### src/rtl/set_bit_dispatcher_pkg.sv
// set_bit_dispatcher_pkg: shared constants, FSM states and scan-order selection
// Build option: define SET_BIT_DISPATCHER_LSB_FIRST_EN to emit the lowest set bit first.
package set_bit_dispatcher_pkg;
  localparam int DISP_WIDTH = 32;
  localparam int DISP_IDX_W = 5;
  typedef enum logic [0:0] {DISP_IDLE = 1'b0, DISP_SCAN = 1'b1} disp_state_e;
`ifdef SET_BIT_DISPATCHER_LSB_FIRST_EN
  localparam bit DISP_LSB_FIRST = 1'b1;
`else
  localparam bit DISP_LSB_FIRST = 1'b0;
`endif
endpackage

### src/rtl/set_bit_dispatcher_enc.sv
// priority_enc32: combinational first-set-bit finder
// Ports: mask in, idx = position of the first set bit in scan order, onehot = that bit alone.
module priority_enc32
  import set_bit_dispatcher_pkg::*;
#(
  parameter int WIDTH = DISP_WIDTH,
  parameter int IDX_W = DISP_IDX_W
) (
  input  logic [WIDTH-1:0] mask,
  output logic [IDX_W-1:0] idx,
  output logic [WIDTH-1:0] onehot
);
  // Later iterations win, so walking the scan order backwards leaves the first bit in idx.
  always_comb begin
    idx = '0;
    for (int i = 0; i < WIDTH; i++)
      if (mask[DISP_LSB_FIRST ? WIDTH-1-i : i]) idx = IDX_W'(DISP_LSB_FIRST ? WIDTH-1-i : i);
    onehot = (|mask) ? (WIDTH'(1) << idx) : '0;
  end
endmodule

### src/rtl/set_bit_dispatcher.sv
// set_bit_dispatcher: emits the index of every set bit of a word, one per out handshake
// Ports: clock/reset (sync, active-high); in_valid/in_ready/in_word accept a mask in IDLE;
// out_valid/out_ready/out_index/out_last stream indices in SCAN; done pulses after each word; busy = SCAN.
// Scan order is MSB-first unless SET_BIT_DISPATCHER_LSB_FIRST_EN is defined.
module set_bit_dispatcher
  import set_bit_dispatcher_pkg::*;
#(
  parameter int WIDTH = DISP_WIDTH,
  parameter int IDX_W = DISP_IDX_W
) (
  input  logic             clock,
  input  logic             reset,
  input  logic             in_valid,
  output logic             in_ready,
  input  logic [WIDTH-1:0] in_word,
  output logic             out_valid,
  input  logic             out_ready,
  output logic [IDX_W-1:0] out_index,
  output logic             out_last,
  output logic             done,
  output logic             busy
);
  disp_state_e state;
  logic [WIDTH-1:0] mask;
  logic [WIDTH-1:0] hot;
  logic [IDX_W-1:0] idx;
  priority_enc32 #(.WIDTH(WIDTH), .IDX_W(IDX_W)) u_enc (.mask(mask), .idx(idx), .onehot(hot));
  always_comb begin
    busy      = state == DISP_SCAN;
    in_ready  = !busy;
    out_valid = busy;
    out_index = busy ? idx : '0;
    // Last when nothing remains once the current bit is removed.
    out_last  = busy && ((mask & ~hot) == '0);
  end
  always_ff @(posedge clock) begin
    if (reset) begin
      state <= DISP_IDLE;
      mask  <= '0;
      done  <= 1'b0;
    end else begin
      done <= 1'b0;
      if (in_valid && in_ready) begin
        mask <= in_word;
        if (in_word == '0) done <= 1'b1;
        else state <= DISP_SCAN;
      end else if (out_valid && out_ready) begin
        mask <= mask & ~hot;
        if (out_last) begin
          state <= DISP_IDLE;
          done  <= 1'b1;
        end
      end
    end
  end
endmodule

### config.mk
export PLATFORM = sky130hd
export DESIGN_NAME = set_bit_dispatcher
export DESIGN_NICKNAME = d
export VERILOG_FILES = /design/src/rtl/set_bit_dispatcher_pkg.sv /design/src/rtl/set_bit_dispatcher_enc.sv /design/src/rtl/set_bit_dispatcher.sv
export SDC_FILE = /design/constraint.sdc
export NUM_CORES = 1
export LEC_CHECK = 0
export ABC_CLOCK_PERIOD_IN_PS = 4400
export CAP_MARGIN = 20
export CORE_AREA = 2 2 112 70
export CTS_CLUSTER_SIZE = 8
export DETAILED_ROUTE_END_ITERATION = 16
export DIE_AREA = 0 0 114 72
export GPL_TIMING_DRIVEN = 0
export PLACE_DENSITY = 0.61
export RECOVER_POWER = 100
export SYNTH_ARGS = -nofsm -noshare
export SYNTH_HDL_FRONTEND = slang
export SYNTH_HIERARCHICAL = 1
export SYNTH_SLANG_ARGS = --single-unit
### constraint.sdc
create_clock -name clock -period 4.4 [get_ports clock]
set_input_delay 0.44 -clock clock [delete_from_list [all_inputs] [get_ports clock]]
set_output_delay 0.44 -clock clock [all_outputs]
set_load 0.1 [all_outputs]
* Yosys cells after proc, flatten, opt, wreduce, memory -nomap -nowiden
Cells that the tools add are included.
** Storage, ports and cells
- Flip-flop bits (word level) :: 34
- Output and inout port bits :: 10
** Cells by class
- Equal/unequal tests :: 1
- Shift operators :: 1
- Multiplexer cells :: 43
- Bitwise logic cells :: 2
- Reductions and logical operators :: 10
** Operator list (number)
- 32-bit two-way mux :: 3
- 5-bit two-way mux :: 17
- 32-bit logical NOT :: 2
- 32-bit bitwise AND :: 1
- 4-bit two-way mux :: 8
- 32-bit NOT :: 1
- 32-bit OR reduction :: 1
- 1-bit by 5-bit left shift with 32-bit output (first input constant) :: 1
- 3-bit two-way mux :: 4
- 1-bit two-way mux :: 9
- 2-bit two-way mux :: 2
- 2-bit nonzero test :: 2
- 1-bit logical AND :: 3
- 3-bit AND reduction :: 1
- 2-bit != test (second input constant) :: 1
- 1-bit logical NOT :: 1

* Depth between registers and ports, before layout
- Word-level depth :: 40
- Mapped depth :: 12

* Modules after synthesis
The synthesis kept the hierarchy.
** Modules (own cells, without submodules)
- set_bit_dispatcher :: instances 1, cells each 219, area each 1706.6 µm², sequential area each 680.7 µm²
- priority_enc32 :: instances 1, cells each 108, area each 748.2 µm², sequential area each 0.0 µm²

* Worst setup path before layout
Ideal clock, no wire load.
- Kind :: reg-to-output
- Start :: register mask[19]
- End :: output port out_last
- Arrival time :: 5280 ps
- Required time :: 3960 ps
- Path slack :: -1320 ps
- Cell stages (with the launch flop) :: 11
- Buffers on the path :: 1
- Cell sequence :: dfxtp_1 nor2_1 o311ai_0 a31oi_1 o21a_1 buf_1 nor4b_1 nor2b_4 a2111oi_1 nand4_1 nor4_1
** On the way
- Cells in the longest elaborated chain, start to end :: 19
- Elaborated cells on any way between the ends :: 20
** Ends and longest elaborated chain
- from (decl) :: RTL line set_bit_dispatcher.sv:24 : logic [WIDTH-1:0] mask;
- from (signal assigned) :: RTL line set_bit_dispatcher.sv:44 : mask <= in_word;
- from (signal assigned) :: RTL line set_bit_dispatcher.sv:48 : mask <= mask & ~hot;
- 5-bit two-way mux (13 in series) :: RTL line set_bit_dispatcher_enc.sv:17 : if (mask[DISP_LSB_FIRST ? WIDTH-1-i : i]) idx = IDX_W'(DISP_LSB_FIRST ? WIDTH-1-i : i);
- 1-bit by 5-bit left shift with 32-bit output :: RTL line set_bit_dispatcher_enc.sv:18 : onehot = (|mask) ? (WIDTH'(1) << idx) : '0;
- 32-bit two-way mux (*) :: RTL line set_bit_dispatcher_enc.sv:18
- via hot[14] :: RTL line set_bit_dispatcher.sv:25 : logic [WIDTH-1:0] hot;
- 32-bit NOT (*) :: RTL line set_bit_dispatcher.sv:34 : out_last = busy && ((mask & ~hot) == '0);
- 32-bit bitwise AND (*) :: RTL line set_bit_dispatcher.sv:34
- 32-bit logical NOT (*) :: RTL line set_bit_dispatcher.sv:34
- 1-bit logical AND (*) :: RTL line set_bit_dispatcher.sv:34
- to (decl) :: RTL line set_bit_dispatcher.sv:19 : output logic out_last,
Mark *: on every way through the listed nets, which the timed path passes. The rest lies on a longest branch.

* Worst setup path after layout
- Start :: register mask[16]
- End :: output port out_last
** On the way
- Cells in the longest elaborated chain, start to end :: 22
- Elaborated cells on any way between the ends :: 23
** Ends and longest elaborated chain (RTL line)
- 5-bit two-way mux (16 in series) :: set_bit_dispatcher_enc.sv:17
- 1-bit by 5-bit left shift with 32-bit output :: set_bit_dispatcher_enc.sv:18
- 32-bit two-way mux (*) :: set_bit_dispatcher_enc.sv:18
- via hot[25] :: set_bit_dispatcher.sv:25
- 32-bit NOT (*) :: set_bit_dispatcher.sv:34
- 32-bit bitwise AND (*) :: set_bit_dispatcher.sv:34
- 32-bit logical NOT (*) :: set_bit_dispatcher.sv:34
- 1-bit logical AND (*) :: set_bit_dispatcher.sv:34
Marks and branches as above.

==> results list <==
* Die height: 72 um
- H-tree depth: 2
- Final critical-path share of the clock period: 0.9627
- The largest individual stage delay along the critical path comes from the cell sky130_fd_sc_hd__dfxtp_1.
* Via count of the first global-routing pass: 2,552
- In this run the remaining antenna-violating nets after routing total 0.
* Minimum setup slack in the final design: 0.1642 ns
- Counting distinct cell types in the post-synthesis netlist gives 49.
* Commonest register cell after synthesis: sky130_fd_sc_hd__dfxtp_1
- The area growth from synthesis to layout is 31.09%.
- Average vias per placed instance: 5.975
- Cell occurring most often along the worst timing path: sky130_fd_sc_hd__buf_4
- Worst Max-Slew Pin Slew: 0.9827 ns
- Of the total power, the share spent switching nets is 0.3866.
* Placement-stage worst setup slack: -0.5403 ns
- Setup violations remaining at the end of the flow were counted as 0.
- A synthesized cell averages 7.507 um^2.
- After legalization and detailed placement, the total HPWL measured 6984 um.
- The analysis attributes to net switching a power of 470.2 uW.
- The analysis attributes to cell leakage a power of 0.001121 uW.
- Sink count of the clock tree: 34
- In this run, the number of DRC markers left after iteration 0 of detailed routing was 233.
- The share of total power dissipated in the clock network is 0.324.
* Synthesis-stage register bit count: 34
- Final count of hold timing violations: 0
* Fraction of final layout cells with drive strength greater than 1: 0.09922
- Peak supply drop: 0.1227 mV
* Global route total overflow: 0
- The initial antenna violation count is 0.
- Width of the die: 114 um
* Hold buffer count at CTS: 0
- Headroom to the max-slew limit came out at 0.3427.
- Between clock sinks in the finished design, the worst skew comes to 0.005305 ns.
- Required @ worst endpoint: 3.96 ns
* Highest metal layer with signal wires: met4
* First-pass GRT wire length: 14,160 um
- The critical path contains buffers and inverters numbering 3 combined.
- CTS tree: done
- The synthesized design contains 0 enable-type register cells.
- In the global route stage, overall resource usage came out at 0.2235.
* Routed met2 length: 3347 um
* Core Box Area: 0.007147 mm^2
- Cell family with the largest share of critical-path delay: simple AND/OR/NAND/NOR gates
* Internal power contribution: 746.1 uW
* Total power: 1216 uW
* Period minus WS final: 4.236 ns
- In the final timing run, aggregate negative setup slack is 0 ns.
* Routability congestion estimate from global placement: 0.9535
- Worst Hold Class: in2reg
- Of all nets on the critical path, the largest fanout is 10.
* Via count: 2,832
- Cell count after synthesis: 327
* Total die area: 0.008208 mm^2
* Mean routed wirelength per cell: 19.05 um
- sky130_fd_sc_hd__dfxtp_1 takes more of the synthesized area than any other cell.
* Number of DRC violations after detailed routing: 0
- Series of cell instances along the critical path: or3_1 -> a221o_1 -> a21oi_1 -> o211ai_2 -> clkbuf_1 -> nor4_1 -> nor2b_1 -> a2111oi_2 -> nand4_1 -> buf_4 -> nor4_4 -> buf_4
* Max Transition Viols Final: 0
* Top cell type's share of synthesized area: 0.2773
- The critical path is of the reg2out type.
* Detailed-routing iteration count for the pre-antenna-repair pass: 5
* Power density normalized to cell area: 378.0 mW/mm^2
- Maximum number of pins on one net before global-route repair: 12
- Number of ports placed on the die boundary: 46
- The flow ran to the end, and the final reports show no timing, DRC or antenna violations.
* Number of antenna cells inserted: 0
- In this run the deepest clock path goes through 2 buffers.
- The number of nets handed over by synthesis was 363.
- Worst Path Arrival: 3.80 ns
* Largest stage delay on the critical path: 0.41 ns
* Met1 wire length: 4661 um
- Commonest cells after routing, fill and taps aside: sky130_fd_sc_hd__nor2_1, sky130_fd_sc_hd__dfxtp_1, sky130_fd_sc_hd__clkdlybuf4s50_1, sky130_fd_sc_hd__a22oi_1, sky130_fd_sc_hd__inv_1
- Startpoint type of the worst setup path: flop
* Starting density of the core: 0.3435
- Share of the core filled with cells: 0.4503
* Met3 wire length: 970 um
- Derived from the worst setup path, the maximum achievable clock frequency is 236.1 MHz.
- Ys Warns: 6
- The tree is rooted in a sky130_fd_sc_hd__clkbuf_16.
- The worst setup path is captured at a primary output.
- Flop pwr share: 0.293
- For the worst-skew pair, the clock arrives at the later sink with an insertion delay of 0.28 ns.
- Input/output buffers: 44
- Proportion of register bits with asynchronous set or reset after synthesis: 0
- Part of the power in combinational logic: 0.383
- Setup repair after global routing left no endpoint under its margin.
- Final-stage net count: 418
* Syn Std Cell Area: 0.002455 mm^2
- Standard-cell rows: 24
- The share of the Yosys chip area taken by registers is 0.2773.
- Dominant cells by area after synthesis: sky130_fd_sc_hd__dfxtp_1, sky130_fd_sc_hd__a22oi_1, sky130_fd_sc_hd__nor4_1
* TritonCTS Buffers: 5
- Clock transition at the registers of the reported paths: 0.06 ns
- Most frequent standard cell in the layout excluding fill and tap cells: sky130_fd_sc_hd__nor2_1
- The routed design has 9032 um of wire.
- Across the run, the number of max-cap violations was 0.
* Hold Slack: 0.5189 ns
## cell families after synthesis
kind of cell,after synthesis,share of synthesized area
simple gates,142,0.3532
buf+inv,52,0.09429
compound gates,99,0.2752
flops,34,0.2773
## power groups by stage
| stage | Combinational [uW] | Sequential, uW | Clock [uW] |
|---|---|---|---|
| after floorplan | 308 | 358 | 0 |
| after global placement | 449 | 362 | 0 |
| after detailed placement | 446 | 362 | 0 |
| after CTS | 450 | 356 | 396 |
| after global routing | 494 | 360 | 411 |
| final | 465 | 357 | 394 |
## synthesized netlist by cell type (3+ instances only)
cell type,n
sky130_fd_sc_hd__nor4_1,27
sky130_fd_sc_hd__nor4_2,3
sky130_fd_sc_hd__clkbuf_1,14
sky130_fd_sc_hd__nand4_1,3
sky130_fd_sc_hd__o22ai_1,8
sky130_fd_sc_hd__or4_1,5
sky130_fd_sc_hd__inv_1,28
sky130_fd_sc_hd__and4b_1,3
sky130_fd_sc_hd__nand3_1,3
sky130_fd_sc_hd__o21ai_0,9
sky130_fd_sc_hd__dfxtp_1,34
sky130_fd_sc_hd__or3_1,3
sky130_fd_sc_hd__nor4b_1,3
sky130_fd_sc_hd__a21oi_1,4
sky130_fd_sc_hd__a22oi_1,32
sky130_fd_sc_hd__and2_1,6
sky130_fd_sc_hd__nand2_1,5
sky130_fd_sc_hd__nor2_1,43
sky130_fd_sc_hd__nand2b_1,3
sky130_fd_sc_hd__nor3_1,13
sky130_fd_sc_hd__nor2b_1,12
sky130_fd_sc_hd__o21ai_1,27
sky130_fd_sc_hd__buf_6,4
## path summary, 6_finish.rpt
kind / end / slack [ns] / start / depth (start not counted)
hold / removal: mask[15] / 0.52 / reset / 2
setup / recovery: out_last / 0.16 / mask[16] / 12
setup reg to reg: busy / 0.58 / mask[16] / 10
hold reg to reg: mask[2] / 0.57 / mask[2] / 2
## metal layers
metal  track usage  vias to the layer above
li1              -                     1337
met3       0.04845                        6
met1        0.3634                     1338
met2        0.2930                      151
met4       0.04472                        0
met5             0                        -
## what timing repair did
action | CTS | global route
pin swaps | 0 | 1
setup buffers | 0 | 4
setup endpoints to repair | 1 | 1
resized for setup | 7 | 6
## cell type report
class	count	area [um^2]
Multi-Input combinational cell	241	1560
Timing Repair Buffer	48	464.2
Tap cell	91	113.9
Sequential cell	34	680.7
Buffer	23	122.6
Clock buffer	8	166.4
Inverter	29	110.1
Fill cell	751	3929
## through the flow
step / instance area (um^2) / std cells
after floorplan: 2470 / 327
after detailed placement: 3024 / 462
after CTS: 3194 / 470
final: 3218 / 474
after global placement: 3024 / 462
after global routing: 3218 / 474
## flip-flops by register name, indices dropped and copies added, names as in the netlist
register,count
mask,32
busy,1
done,1
No activity file was read; power rests on OpenSTA's default activity.
